### src/rtl/alu_sequencer.sv
`default_nettype none
// ============================================================================
// Module   : alu_acc16 / alu_sequencer
// Purpose  : 16-bit accumulator ALU plus a program-driven controller.
//            The sequencer buffers (opcode, operand) instructions in a FIFO,
//            resets and seeds the ALU, issues one instruction every two
//            cycles and stops on completion or on the first ALU error.
// Ports    : clk, rst                    - clock, sync active-high reset
//            in_valid/in_ready/in_op/in_b - instruction write handshake
//            start, a_init                - program launch, seed operand
//            busy, done                   - run status, end-of-program pulse
//            err, err_index               - abort flag, faulting index
//            result                       - accumulator at program end
// Revision : 1.0 - initial release
// ============================================================================

// ----------------------------------------------------------------------------
// alu_acc16: accumulator ALU. The first operation after reset takes A from the
// a input; every later operation takes A from the accumulator. en=0 holds all
// state. status is set when the operation lost information (carry out of ADD,
// borrow from SUB, bits above 16 from MULT/SHIFTL).
// ----------------------------------------------------------------------------
module alu_acc16 (
  input  logic        clk,
  input  logic        rst,
  input  logic        en,
  input  logic [2:0]  op,
  input  logic [15:0] a,
  input  logic [15:0] b,
  output logic [15:0] acc,
  output logic        status
);
  localparam logic [2:0] OP_ADD    = 3'd0;
  localparam logic [2:0] OP_SUB    = 3'd1;
  localparam logic [2:0] OP_MULT   = 3'd2;
  localparam logic [2:0] OP_SHIFTL = 3'd3;
  localparam logic [2:0] OP_AND    = 3'd4;
  localparam logic [2:0] OP_OR     = 3'd5;
  localparam logic [2:0] OP_XOR    = 3'd6;
  localparam logic [2:0] OP_NOT    = 3'd7;

  logic        first;
  logic [15:0] opa;
  logic [31:0] wide;
  logic        ovf;

  assign opa = first ? a : acc;

  always_comb begin
    wide = 32'd0;
    ovf  = 1'b0;
    case (op)
      OP_ADD: begin
        wide = 32'(opa) + 32'(b);
        ovf  = |wide[31:16];
      end
      OP_SUB: begin
        wide = 32'(opa) - 32'(b);
        ovf  = (b > opa);
      end
      OP_MULT: begin
        wide = 32'(opa) * 32'(b);
        ovf  = |wide[31:16];
      end
      OP_SHIFTL: begin
        wide = 32'(opa) << b[3:0];
        ovf  = |wide[31:16];
      end
      OP_AND:  wide = {16'h0000, opa & b};
      OP_OR:   wide = {16'h0000, opa | b};
      OP_XOR:  wide = {16'h0000, opa ^ b};
      OP_NOT:  wide = {16'h0000, ~opa};
      default: wide = 32'd0;
    endcase
  end

  always_ff @(posedge clk) begin
    if (rst) begin
      acc    <= 16'h0000;
      first  <= 1'b1;
      status <= 1'b0;
    end else if (en) begin
      acc    <= wide[15:0];
      status <= ovf;
      first  <= 1'b0;
    end
  end
endmodule

// ----------------------------------------------------------------------------
// alu_sequencer: top level controller.
// ----------------------------------------------------------------------------
module alu_sequencer #(
  parameter int DEPTH = 8,
  parameter int IW    = $clog2(DEPTH)
) (
  input  logic          clk,
  input  logic          rst,
  input  logic          in_valid,
  output logic          in_ready,
  input  logic [2:0]    in_op,
  input  logic [15:0]   in_b,
  input  logic          start,
  input  logic [15:0]   a_init,
  output logic          busy,
  output logic          done,
  output logic          err,
  output logic [IW-1:0] err_index,
  output logic [15:0]   result
);
  typedef enum logic [2:0] {
    S_IDLE  = 3'd0,
    S_LOAD  = 3'd1,
    S_ISSUE = 3'd2,
    S_CHECK = 3'd3,
    S_DONE  = 3'd4
  } state_t;

  localparam logic [IW:0]   COUNT_FULL = (IW+1)'(DEPTH);
  localparam logic [IW:0]   COUNT_ONE  = (IW+1)'(1);
  localparam logic [IW-1:0] PTR_ONE    = IW'(1);

  state_t          state;
  logic [18:0]     mem [DEPTH];
  logic [IW-1:0]   wr_ptr;
  logic [IW-1:0]   rd_ptr;
  logic [IW:0]     count;
  logic [IW-1:0]   index;
  logic [15:0]     a_lat;

  logic            wr_en;
  logic            start_ok;
  logic            alu_rst;
  logic            alu_en;
  logic [15:0]     alu_acc;
  logic            alu_status;

  assign in_ready = (state == S_IDLE) && (count < COUNT_FULL);
  assign wr_en    = in_valid && in_ready;
  // Pre-edge count: an entry written in the same cycle does not make an
  // empty buffer startable.
  assign start_ok = (state == S_IDLE) && start && (count != '0);

  // The ALU is re-seeded for every program by holding it in reset in LOAD;
  // outside ISSUE it is disabled so its accumulator and status hold.
  assign alu_rst = rst || (state == S_LOAD);
  assign alu_en  = (state == S_ISSUE);

  alu_acc16 u_alu (
    .clk    (clk),
    .rst    (alu_rst),
    .en     (alu_en),
    .op     (mem[rd_ptr][18:16]),
    .a      (a_lat),
    .b      (mem[rd_ptr][15:0]),
    .acc    (alu_acc),
    .status (alu_status)
  );

  // Buffer storage carries no reset; validity is tracked by count.
  always_ff @(posedge clk) begin
    if (wr_en) begin
      mem[wr_ptr] <= {in_op, in_b};
    end
  end

  always_ff @(posedge clk) begin
    if (rst) begin
      state     <= S_IDLE;
      wr_ptr    <= '0;
      rd_ptr    <= '0;
      count     <= '0;
      index     <= '0;
      a_lat     <= 16'h0000;
      busy      <= 1'b0;
      done      <= 1'b0;
      err       <= 1'b0;
      err_index <= '0;
      result    <= 16'h0000;
    end else begin
      done <= 1'b0;
      case (state)
        S_IDLE: begin
          if (wr_en) begin
            wr_ptr <= wr_ptr + PTR_ONE;
            count  <= count + COUNT_ONE;
          end
          if (start_ok) begin
            a_lat     <= a_init;
            err       <= 1'b0;
            err_index <= '0;
            busy      <= 1'b1;
            state     <= S_LOAD;
          end
        end
        S_LOAD: begin
          index <= '0;
          state <= S_ISSUE;
        end
        S_ISSUE: begin
          rd_ptr <= rd_ptr + PTR_ONE;
          count  <= count - COUNT_ONE;
          state  <= S_CHECK;
        end
        S_CHECK: begin
          if (alu_status) begin
            // Abort: the rest of the program is discarded.
            err       <= 1'b1;
            err_index <= index;
            count     <= '0;
            wr_ptr    <= '0;
            rd_ptr    <= '0;
            result    <= alu_acc;
            done      <= 1'b1;
            state     <= S_DONE;
          end else if (count == '0) begin
            result <= alu_acc;
            done   <= 1'b1;
            state  <= S_DONE;
          end else begin
            index <= index + PTR_ONE;
            state <= S_ISSUE;
          end
        end
        S_DONE: begin
          busy  <= 1'b0;
          state <= S_IDLE;
        end
        default: begin
          busy  <= 1'b0;
          state <= S_IDLE;
        end
      endcase
    end
  end
endmodule
`default_nettype wire

### config.mk
export PLATFORM = sky130hd
export DESIGN_NAME = alu_sequencer
export DESIGN_NICKNAME = d
export VERILOG_FILES = /design/src/rtl/alu_sequencer.sv
export SDC_FILE = /design/constraint.sdc
export NUM_CORES = 1
export LEC_CHECK = 0
export BUFFER_PORTS_ARGS = -buffer_cell sky130_fd_sc_hd__buf_2
export CORE_ASPECT_RATIO = 1.2
export CORE_UTILIZATION = 51
export CTS_BUF_LIST = sky130_fd_sc_hd__clkbuf_4 sky130_fd_sc_hd__clkbuf_8
export CTS_CLUSTER_SIZE = 10
export DETAILED_ROUTE_END_ITERATION = 10
export PLACE_DENSITY = 0.71
export SETUP_SLACK_MARGIN = 0.02
export SLEW_MARGIN = 20
export SYNTH_ARGS = -nofsm -noshare
export SYNTH_HDL_FRONTEND = slang
export SYNTH_SLANG_ARGS = --single-unit
### constraint.sdc
create_clock -name clk -period 16.7 [get_ports clk]
set_input_delay 2.505 -clock clk [delete_from_list [all_inputs] [get_ports clk]]
set_output_delay 2.505 -clock clk [all_outputs]
set_load 0.1 [all_outputs]
==> impl_metrics.toml, run 1 <==
[power]
vdd_ir_drop_max_uv = 181
power.density_nw_per_um2 = 196
fin_total_pwr_mw = 4.24
leakage_nw = 8.73

[floorplan]
initial_core_util = 0.518
core_area_sq_um = 38800
die_area_sq_um = 40300
die_h_um = 220
ios = 62
fp-row-count = 79
chipWidth_um = 183

[detailed_routing]
ant_nets = 0
drcViolationCount = 0
drtIter0Drc = 1392
routed_via_density = 5.98
wl_per_cell_um = 21.6
vias = 15700
drtPass1Iterations = 6
drt-total-wl_um = 56500

[placed_design]
portBuffers = 61
dp_hpwl_um = 42600
numPlacedInstances = 2571
place_congestion = 0.993

[final_layout]
final_common_cell = "nand2_1"
area_growth_pct = 7.13
fin_util = 0.555
fin_cells = 2620
drive_above_1_share = 0.109
fill_cells = 3378
finalNetCount = 2470
mostFrequentLayoutCells = "nand2_1, inv_1, nor2_1"

[clock_tree]
cts.htree.levels = 1
clk_latency_ps = 570
cts_resized = 0
cts_buffers = 29
post_cts_buffers = 0
clockBufferDepth = 3
clk_pin_slew_ps = 70
ctsHoldBuffers = 0
cts_tree = "built"
clock_sinks = 227
root_buffer = "clkbuf_8"

[setup_path]
cp_max_fo = 38
crit_slowest_cell = "mux2i_1"
cp.depth = 23
worstPathCellList = "buf_4, mux4_2, mux2i_1, clkinv_1, nand2_1, fa_1, fa_1, fa_1, fa_1, fa_1, fa_1, inv_1, ha_1, and2_1, nor2b_1, nor4_1, o41ai_1, nor4bb_1, a311oi_1, a21boi_1, a21oi_1, nor4_1, o32ai_1"
worstSetupStartpointType = "register"
crit_type = "reg2reg"
max_stage_delay_ps = 800
cp.required_ps = 17120
cp.arrival_ps = 9470
end_kind = "register"
cp.buffers_inverters = 3
cpMostUsedCell = "fa_1"
ff2ff_path_depth = 23
critPathTopFamily = "adder cells"

[worst_hold_path]
hp-class = "reg2reg"
whs_path_depth = 2

[global_routing]
met1_usage = 0.359
grt_max_degree = 56
grt_pass1_wl_um = 89000
antenna_found_initial = 2
grt_use_met3 = 0.0372
grt.busiest_layer = "met2"
overflow = 0
grt_util_met2 = 0.493
grt_use_total = 0.288
grt_pass1_vias = 16200

[synthesis]
synth-async-reset-ratio = 0
synthCells = 2047
synth_edf_count = 152
avgSynthCellArea_sq_um = 9.83
ys_types = 83
yosysSeqAreaShare = 0.301
synth_ff_type = "edfxtp_1"
yosys_register_bits = 227
syn_area_sq_um = 20100
yosysWarnings = 0
syn_nets = 2441

[timing]
clock_skew_ps = 22.5
min_period_ps = 9040
hold_violations = 0
finalMaxSlewViolations = 0
fin_hold_ws_ps = 453
setup-tns-final_ps = 0
relSlewSlack = 0.305
worstMarginPinSlew_ps = 1010
fmax_ghz = 0.111
setup_viol = 0
period_share = 0.541
rsz0062_at_grt = "no"

[job]
max_cap_violations = 0

[run_status]
status = "completed"
[sequential cells by signal (all words and copies together), names as in the netlist, 4 cells and up, named ones only]
signal,flops
mem,152
a_lat,16
count,4
result,16
u_alu.acc,16
[metal layers]
| metal | routed length, um | up-vias | part of all wire |
|---|---|---|---|
| li1 | - | 7001 | - |
| met4 | 2810 | 2 | 0.050 |
| met5 | 12 | - | 0.00021 |
| met2 | 27300 | 763 | 0.48 |
| met3 | 4310 | 197 | 0.076 |
| met1 | 22100 | 7706 | 0.39 |
[final timing paths]
kind	start	slack [ps]	endpoint
setup / recovery	register	7660	u_alu.status$_SDFFE_PP0P_
hold / removal	result[8]$_SDFFE_PP0P_	450	result[8]$_SDFFE_PP0P_
setup reg to reg	register	7660	u_alu.status$_SDFFE_PP0P_
hold reg to reg	result[8]$_SDFFE_PP0P_	450	result[8]$_SDFFE_PP0P_
[worst min-delay path, cell delays in order, from the launching register on]
cell and delay [ps]:
dfxtp_1 310, nand2_1 50, a21oi_1 50
[layout make-up]
| type | count | area, sq um | share of cell area |
|---|---|---|---|
| Clock inverter | 8 | 67.6 | 0.00313 |
| Clock buffer | 40 | 513 | 0.0238 |
| Multi-Input combinational cell | 1459 | 12700 | 0.589 |
| Inverter | 264 | 993 | 0.0461 |
| Sequential cell | 227 | 6070 | 0.281 |
| Tap cell | 526 | 658 | 0.0305 |
| Timing Repair Buffer | 95 | 561 | 0.0260 |
| Antenna cell | 1 | 2.50 | 0.000116 |
[power by group]
part	internal, mW	switching [mW]
Clock	0.213	0.192
Combinational	1.11	2.01
Sequential	0.668	0.0419
[cell families (layout without fill, tap and decap cells)]
logic type / Yosys count / after routing / synth area share
mux: 103 / 103 / 0.0804
compound gates: 331 / 331 / 0.107
fa+ha+maj: 355 / 355 / 0.294
other cells: 0 / 1 / 0
xor+xnor: 36 / 36 / 0.0157
simple gates: 634 / 634 / 0.132
flops: 227 / 227 / 0.301
buf+inv: 361 / 407 / 0.0694
[stage by stage]
step / setup WS (ps) / area [sq um]
after global routing: 7160 / 21600
after floorplan: 8440 / 20100
final: 7660 / 21600
after global placement: 7840 / 21000
after CTS: 7710 / 21600
after detailed placement: 7720 / 21000
[cell usage after synthesis (5+ instances only)]
cell,n,area (sq um)
and2_1,7,43.8
clkinv_1,14,52.6
buf_1,9,33.8
a311oi_1,5,43.8
o221ai_1,6,52.6
a21o_1,15,113
nand2b_1,17,106
a22oi_1,5,37.5
dfxtp_1,75,1500
nor2_1,227,852
o2111ai_1,5,43.8
xor2_1,14,123
xnor2_1,22,193
clkbuf_1,70,263
and3_1,5,31.3
o21ai_1,8,40.0
o22ai_1,12,75.1
mux2_2,21,236
ha_1,158,1980
a221o_1,7,70.1
mux2i_1,37,370
nor4_1,10,62.6
nand2_1,284,1070
o21a_1,8,60.1
a221oi_1,12,105
inv_1,246,923
a211oi_1,12,90.1
a31oi_1,11,68.8
edfxtp_1,152,4560
o21ai_0,44,220
nand3_1,19,95.1
buf_2,14,70.1
nor3_1,25,125
o41ai_1,8,70.1
a32oi_1,5,43.8
nor2b_1,14,87.6
a21oi_1,126,631
o32ai_1,5,43.8
fa_1,197,3940
mux4_2,39,878
Note: power is estimated with default switching activity, not from simulation.
==> inputs of run 2 (changes only) <==
==> constraint.sdc (replaced) <==
create_clock -name clk -period 8.7 [get_ports clk]
set_input_delay 1.305 -clock clk [delete_from_list [all_inputs] [get_ports clk]]
set_output_delay 1.305 -clock clk [all_outputs]
set_load 0.1 [all_outputs]
==> run 2 against run 1 <==
Effect of this change: worst hold slack gained 1.6 ps; non-clock buffer count grew 16; clock power grew 80%; critical path type unchanged.
==> impl_metrics.toml, run 2 (synthesis results as in run 1) <==
[timing]
clock_skew_ps = 28.7
finalMaxSlewViolations = 0
rsz0062_at_grt = "no"
worst_slack_ps = 516
relSlewSlack = 0.449
hold_violations = 0
min_period_ps = 8180
fmax_ghz = 0.122
period_share = 0.941
setup-tns-final_ps = 0
worstMarginPinSlew_ps = 826
setup_viol = 0

[detailed_routing]
routed_via_density = 5.98
wl_per_cell_um = 21.8
drtIter0Drc = 1469
drt-total-wl_um = 57400
drcViolationCount = 0
vias = 15700
drtPass1Iterations = 8
ant_nets = 0

[setup_path]
r2r_setup_slack_ps = 520
cp_max_fo = 14
worstSetupStartpointType = "register"
ff2ff_path_depth = 27
cp.required_ps = 9170
crit_type = "reg2reg"
end_kind = "register"
cp.arrival_ps = 8650

[global_routing]
antenna_found_initial = 0
grt_pass1_vias = 15900
grt_pass1_wl_um = 89300
grt_use_total = 0.291
grt_max_degree = 56
overflow = 0

[power]
leakage_nw = 8.79
power.density_nw_per_um2 = 375
seqPwrFrac = 0.168
swShare = 0.533
power_frac_comb = 0.742
vdd_ir_drop_max_uv = 250
p_clk_frac = 0.090
internal-power_mw = 3.80
switching_power_mw = 4.33

[final_layout]
num_antenna_cells = 0
largest_reg_flops = 152
fill_cells = 3385
finalNetCount = 2486
drive_above_1_share = 0.118
final_common_cell = "nand2_1"
area_growth_pct = 7.61
top_register = "mem"
mostFrequentLayoutCells = "nand2_1, inv_1, nor2_1"

[placed_design]
dp_hpwl_um = 43900
pre_cts_ws_ps = 120
portBuffers = 61
place_congestion = 0.980

[clock_tree]
root_buffer = "clkbuf_8"
cts_tree = "built"
clk_latency_ps = 590
cts_buffers = 29
clockBufferDepth = 3
ctsHoldBuffers = 0
clk_pin_slew_ps = 70
cts_resized = 0
post_cts_buffers = 0
clock_sinks = 227
cts.htree.levels = 1

[worst_hold_path]
whs_path_depth = 2
hp-class = "reg2reg"

[run_status]
status = "completed"

[floorplan]
fp-row-count = 79
ios = 62
die_h_um = 220
core_area_sq_um = 38800
die_area_sq_um = 40300
initial_core_util = 0.518
chipWidth_um = 183

[job]
max_cap_violations = 0
## run 2: cell count changes in the layout (fill, tap and decap cells not counted), sizes merged
cell	delta
inv	+1
bufinv	-1
buf	+16
diode	-1
## run 2: final timing paths
check / startpoint / endpoint
max: register / u_alu.status$_SDFFE_PP0P_
min: a_lat[2]$_SDFFE_PP0P_ / a_lat[2]$_SDFFE_PP0P_
max reg2reg: register / u_alu.status$_SDFFE_PP0P_
min reg2reg: a_lat[2]$_SDFFE_PP0P_ / a_lat[2]$_SDFFE_PP0P_
## run 2: metal layers
metal  vias to the layer above  part of all wire  routed length [um]  track usage
li1                       7037                 -                   -            -
met1                      7763              0.39               22400        0.365
met2                       773              0.49               28000        0.505
met3                       174             0.076                4340       0.0312
met4                         0             0.047                2710        0.140
met5                         -                 0                   0            0
## run 2: power groups by stage
stage	clock network [mW]	registers [mW]	logic (mW)
floorplan	0	1.37	4.23
global placement	0	1.39	5.77
detailed placement	0	1.39	5.86
CTS	0.744	1.37	5.90
global route	0.787	1.39	6.60
finish	0.731	1.37	6.03
## run 2: layout make-up
class                      count  area [sq um]  share of cell area
inverter                     264           993              0.0459
sequential                   227          6070               0.280
multi-input combinational   1459         12700               0.587
tap                          526           658              0.0304
clock inverter                 8          47.5             0.00219
clock buffer                  40           482              0.0222
timing repair buffer         111           693              0.0320
## run 2: critical path: stages (launching register included)
cell	delay (ps)
dfxtp_4	500
buf_4	310
mux4_2	540
mux2i_2	250
inv_2	220
ha_1	300
inv_1	170
fa_1	470
fa_1	480
inv_1	70
ha_1	130
inv_1	50
fa_1	510
inv_1	50
ha_1	280
fa_1	440
ha_1	400
nand3_1	140
o2111ai_1	400
a21oi_1	260
or4_1	540
nor4bb_1	160
a311oi_1	440
a21boi_1	220
a21oi_1	110
nor4_4	390
buf_4	170
o32ai_1	70
## run 2: metrics by stage
step	cells	util	total power [mW]	hold slack [ps]	cell area, sq um
6_report	2635	0.558	8.13	455	21700
5_1_grt	2635	0.558	8.77	476	21700
4_1_cts	2635	0.557	8.01	453	21600
3_5_place_dp	2587	0.544	7.25	443	21100
3_3_place_gp	2587	0.544	7.16	439	21100
2_1_floorplan	2047	-	5.59	433	20100
==> inputs of run 3 (changes only) <==
--- a/config.mk
+++ b/config.mk
@@ -5,13 +5,13 @@
 export SDC_FILE = /design/constraint.sdc
 export NUM_CORES = 1
 export LEC_CHECK = 0
-export BUFFER_PORTS_ARGS = -buffer_cell sky130_fd_sc_hd__buf_2
 export CORE_ASPECT_RATIO = 1.2
-export CORE_UTILIZATION = 51
+export CORE_UTILIZATION = 30
 export CTS_BUF_LIST = sky130_fd_sc_hd__clkbuf_4 sky130_fd_sc_hd__clkbuf_8
 export CTS_CLUSTER_SIZE = 10
 export DETAILED_ROUTE_END_ITERATION = 10
-export PLACE_DENSITY = 0.71
+export DONT_BUFFER_PORTS = 1
+export PLACE_DENSITY = 0.48
 export SETUP_SLACK_MARGIN = 0.02
 export SLEW_MARGIN = 20
 export SYNTH_ARGS = -nofsm -noshare
==> run 3 against run 2 <==
Effect of this change: sequential share of layout area fell by 0.50 points; sequential power is essentially flat; flip-flop and latch count did not move; via count decreased by 2.3%; register-to-register slack about the same; critical path depth unchanged; cell count rose by 12%; setup slack got worse by 14 ps; worst hold slack lost 8.9 ps; count of clock-buffer cells in the layout up 13; global-route usage fell by 10 points; critical path type unchanged; largest cell class unchanged; largest power group unchanged.
==> impl_metrics.toml, run 3 (synthesis results as in run 1) <==
[final_layout]
mostFrequentLayoutCells = "nand2_1, inv_1, nor2_1"
seqCellArea_sq_um = 6070
multi_input_area_sq_um = 12700
drive_above_1_share = 0.100
area_growth_pct = 9.55
fin_util = 0.334
fill_cells = 6820
top_register = "mem"
finalNetCount = 2433
largest_reg_flops = 152
final_common_cell = "nand2_1"

[global_routing]
grt.busiest_layer = "met2"
overflow = 0
grt_max_degree = 56
grt_use_total = 0.189
grt_pass1_wl_um = 98000
grt_util_met2 = 0.332
antenna_found_initial = 1
met1_usage = 0.232
grt_pass1_vias = 16300
grt_use_met3 = 0.0256

[setup_path]
cp.depth = 27
cp_max_fo = 36
crit_type = "reg2reg"
critPathTopFamily = "adder cells"
max_stage_delay_ps = 560
crit_slowest_cell = "mux4_2"
ff2ff_path_depth = 27
end_kind = "register"
worstSetupStartpointType = "register"
cp.required_ps = 9120
cp.buffers_inverters = 7
cp.arrival_ps = 8620

[floorplan]
fp-row-count = 103
core_area_sq_um = 66100
die_area_sq_um = 68100
die_h_um = 286
chipWidth_um = 238
ios = 62
initial_core_util = 0.304

[timing]
min_period_ps = 8200
hold_violations = 0
period_share = 0.942
rsz0062_at_grt = "no"
fin_hold_ws_ps = 446
relSlewSlack = 0.321
setup_viol = 0
worstMarginPinSlew_ps = 1020
clock_skew_ps = 39.8
fmax_ghz = 0.122
setup-tns-final_ps = 0
finalMaxSlewViolations = 0

[power]
fin_total_pwr_mw = 8.45
power.density_nw_per_um2 = 383
vdd_ir_drop_max_uv = 184
leakage_nw = 8.62

[detailed_routing]
drtPass1Iterations = 5
ant_nets = 0
drt-total-wl_um = 64000
drcViolationCount = 0
wl_per_cell_um = 21.6
routed_via_density = 5.20
vias = 15400
drtIter0Drc = 1131

[clock_tree]
cts.htree.levels = 2
cts_buffers = 36
cts_tree = "built"
clockBufferDepth = 3
clock_sinks = 227
clk_pin_slew_ps = 70
post_cts_buffers = 0
clk_latency_ps = 550
root_buffer = "clkbuf_8"

[placed_design]
portBuffers = 0
place_congestion = 0.922
dp_hpwl_um = 49100

[run_status]
status = "completed"

[worst_hold_path]
whs_path_depth = 2
hp-class = "reg2reg"

[job]
max_cap_violations = 0
==> run 3: worst register-to-register path, cell delays in order, from the launching register on <==
cell and delay (ps):
dfxtp_2 380, buf_12 290, mux4_2 590, mux2i_2 300, inv_2 230, ha_1 310, inv_1 190, fa_1 470
fa_1 480, inv_1 70, ha_1 140, inv_1 50, fa_1 490, inv_1 40, ha_1 280, fa_1 440
ha_1 400, nand3_1 120, o2111ai_1 500, a21oi_1 280, or4_1 560, nor4bb_1 160, a311oi_2 360, a21boi_1 210
a21oi_1 90, nor4_2 430, buf_4 190, o32ai_1 70
==> run 3: worst paths after layout <==
path	startpoint	endpoint	slack (ps)
setup / recovery	register	u_alu.status$_SDFFE_PP0P_	500
hold / removal	a_lat[4]$_SDFFE_PP0P_	a_lat[4]$_SDFFE_PP0P_	450
setup reg to reg	register	u_alu.status$_SDFFE_PP0P_	500
hold reg to reg	a_lat[4]$_SDFFE_PP0P_	a_lat[4]$_SDFFE_PP0P_	450
==> run 3: where the power goes <==
group          total [mW]  switching [mW]  internal (mW)  leakage [nW]
logic                6.17            3.99           2.18          6.26
clock network       0.899           0.414          0.486         0.375
registers            1.38          0.0984           1.28          1.99
total                8.45            4.51           3.95          8.62
==> run 3: layout make-up <==
| cell class | count | area share |
|---|---|---|
| tap | 892 | 0.0506 |
| timing repair buffer | 51 | 0.0194 |
| inverter | 264 | 0.0450 |
| sequential | 227 | 0.275 |
| antenna | 1 | 0.000113 |
| multi-input combinational | 1459 | 0.577 |
| clock buffer | 53 | 0.0297 |
| clock inverter | 10 | 0.00272 |
==> run 3: repair_timing <==
action	CTS	global route
hold buffers	0	0
resized for setup	0	5
setup endpoints to repair	0	1
==> run 3: through the flow <==
stage / setup WS (ps) / cell area [sq um] / instances
global route: 49.0 / 22100 / 2957
finish: 502 / 22100 / 2957
CTS: 128 / 22000 / 2956
floorplan: 444 / 20100 / 2047
global placement: 156 / 21300 / 2893
detailed placement: 131 / 21300 / 2893
==> run 3: layer usage <==
metal  up-vias  wire [um]
met5         -          0
met4         0       2510
met3       131       3270
met2       509      32000
met1      7802      26300
li1       6942          -
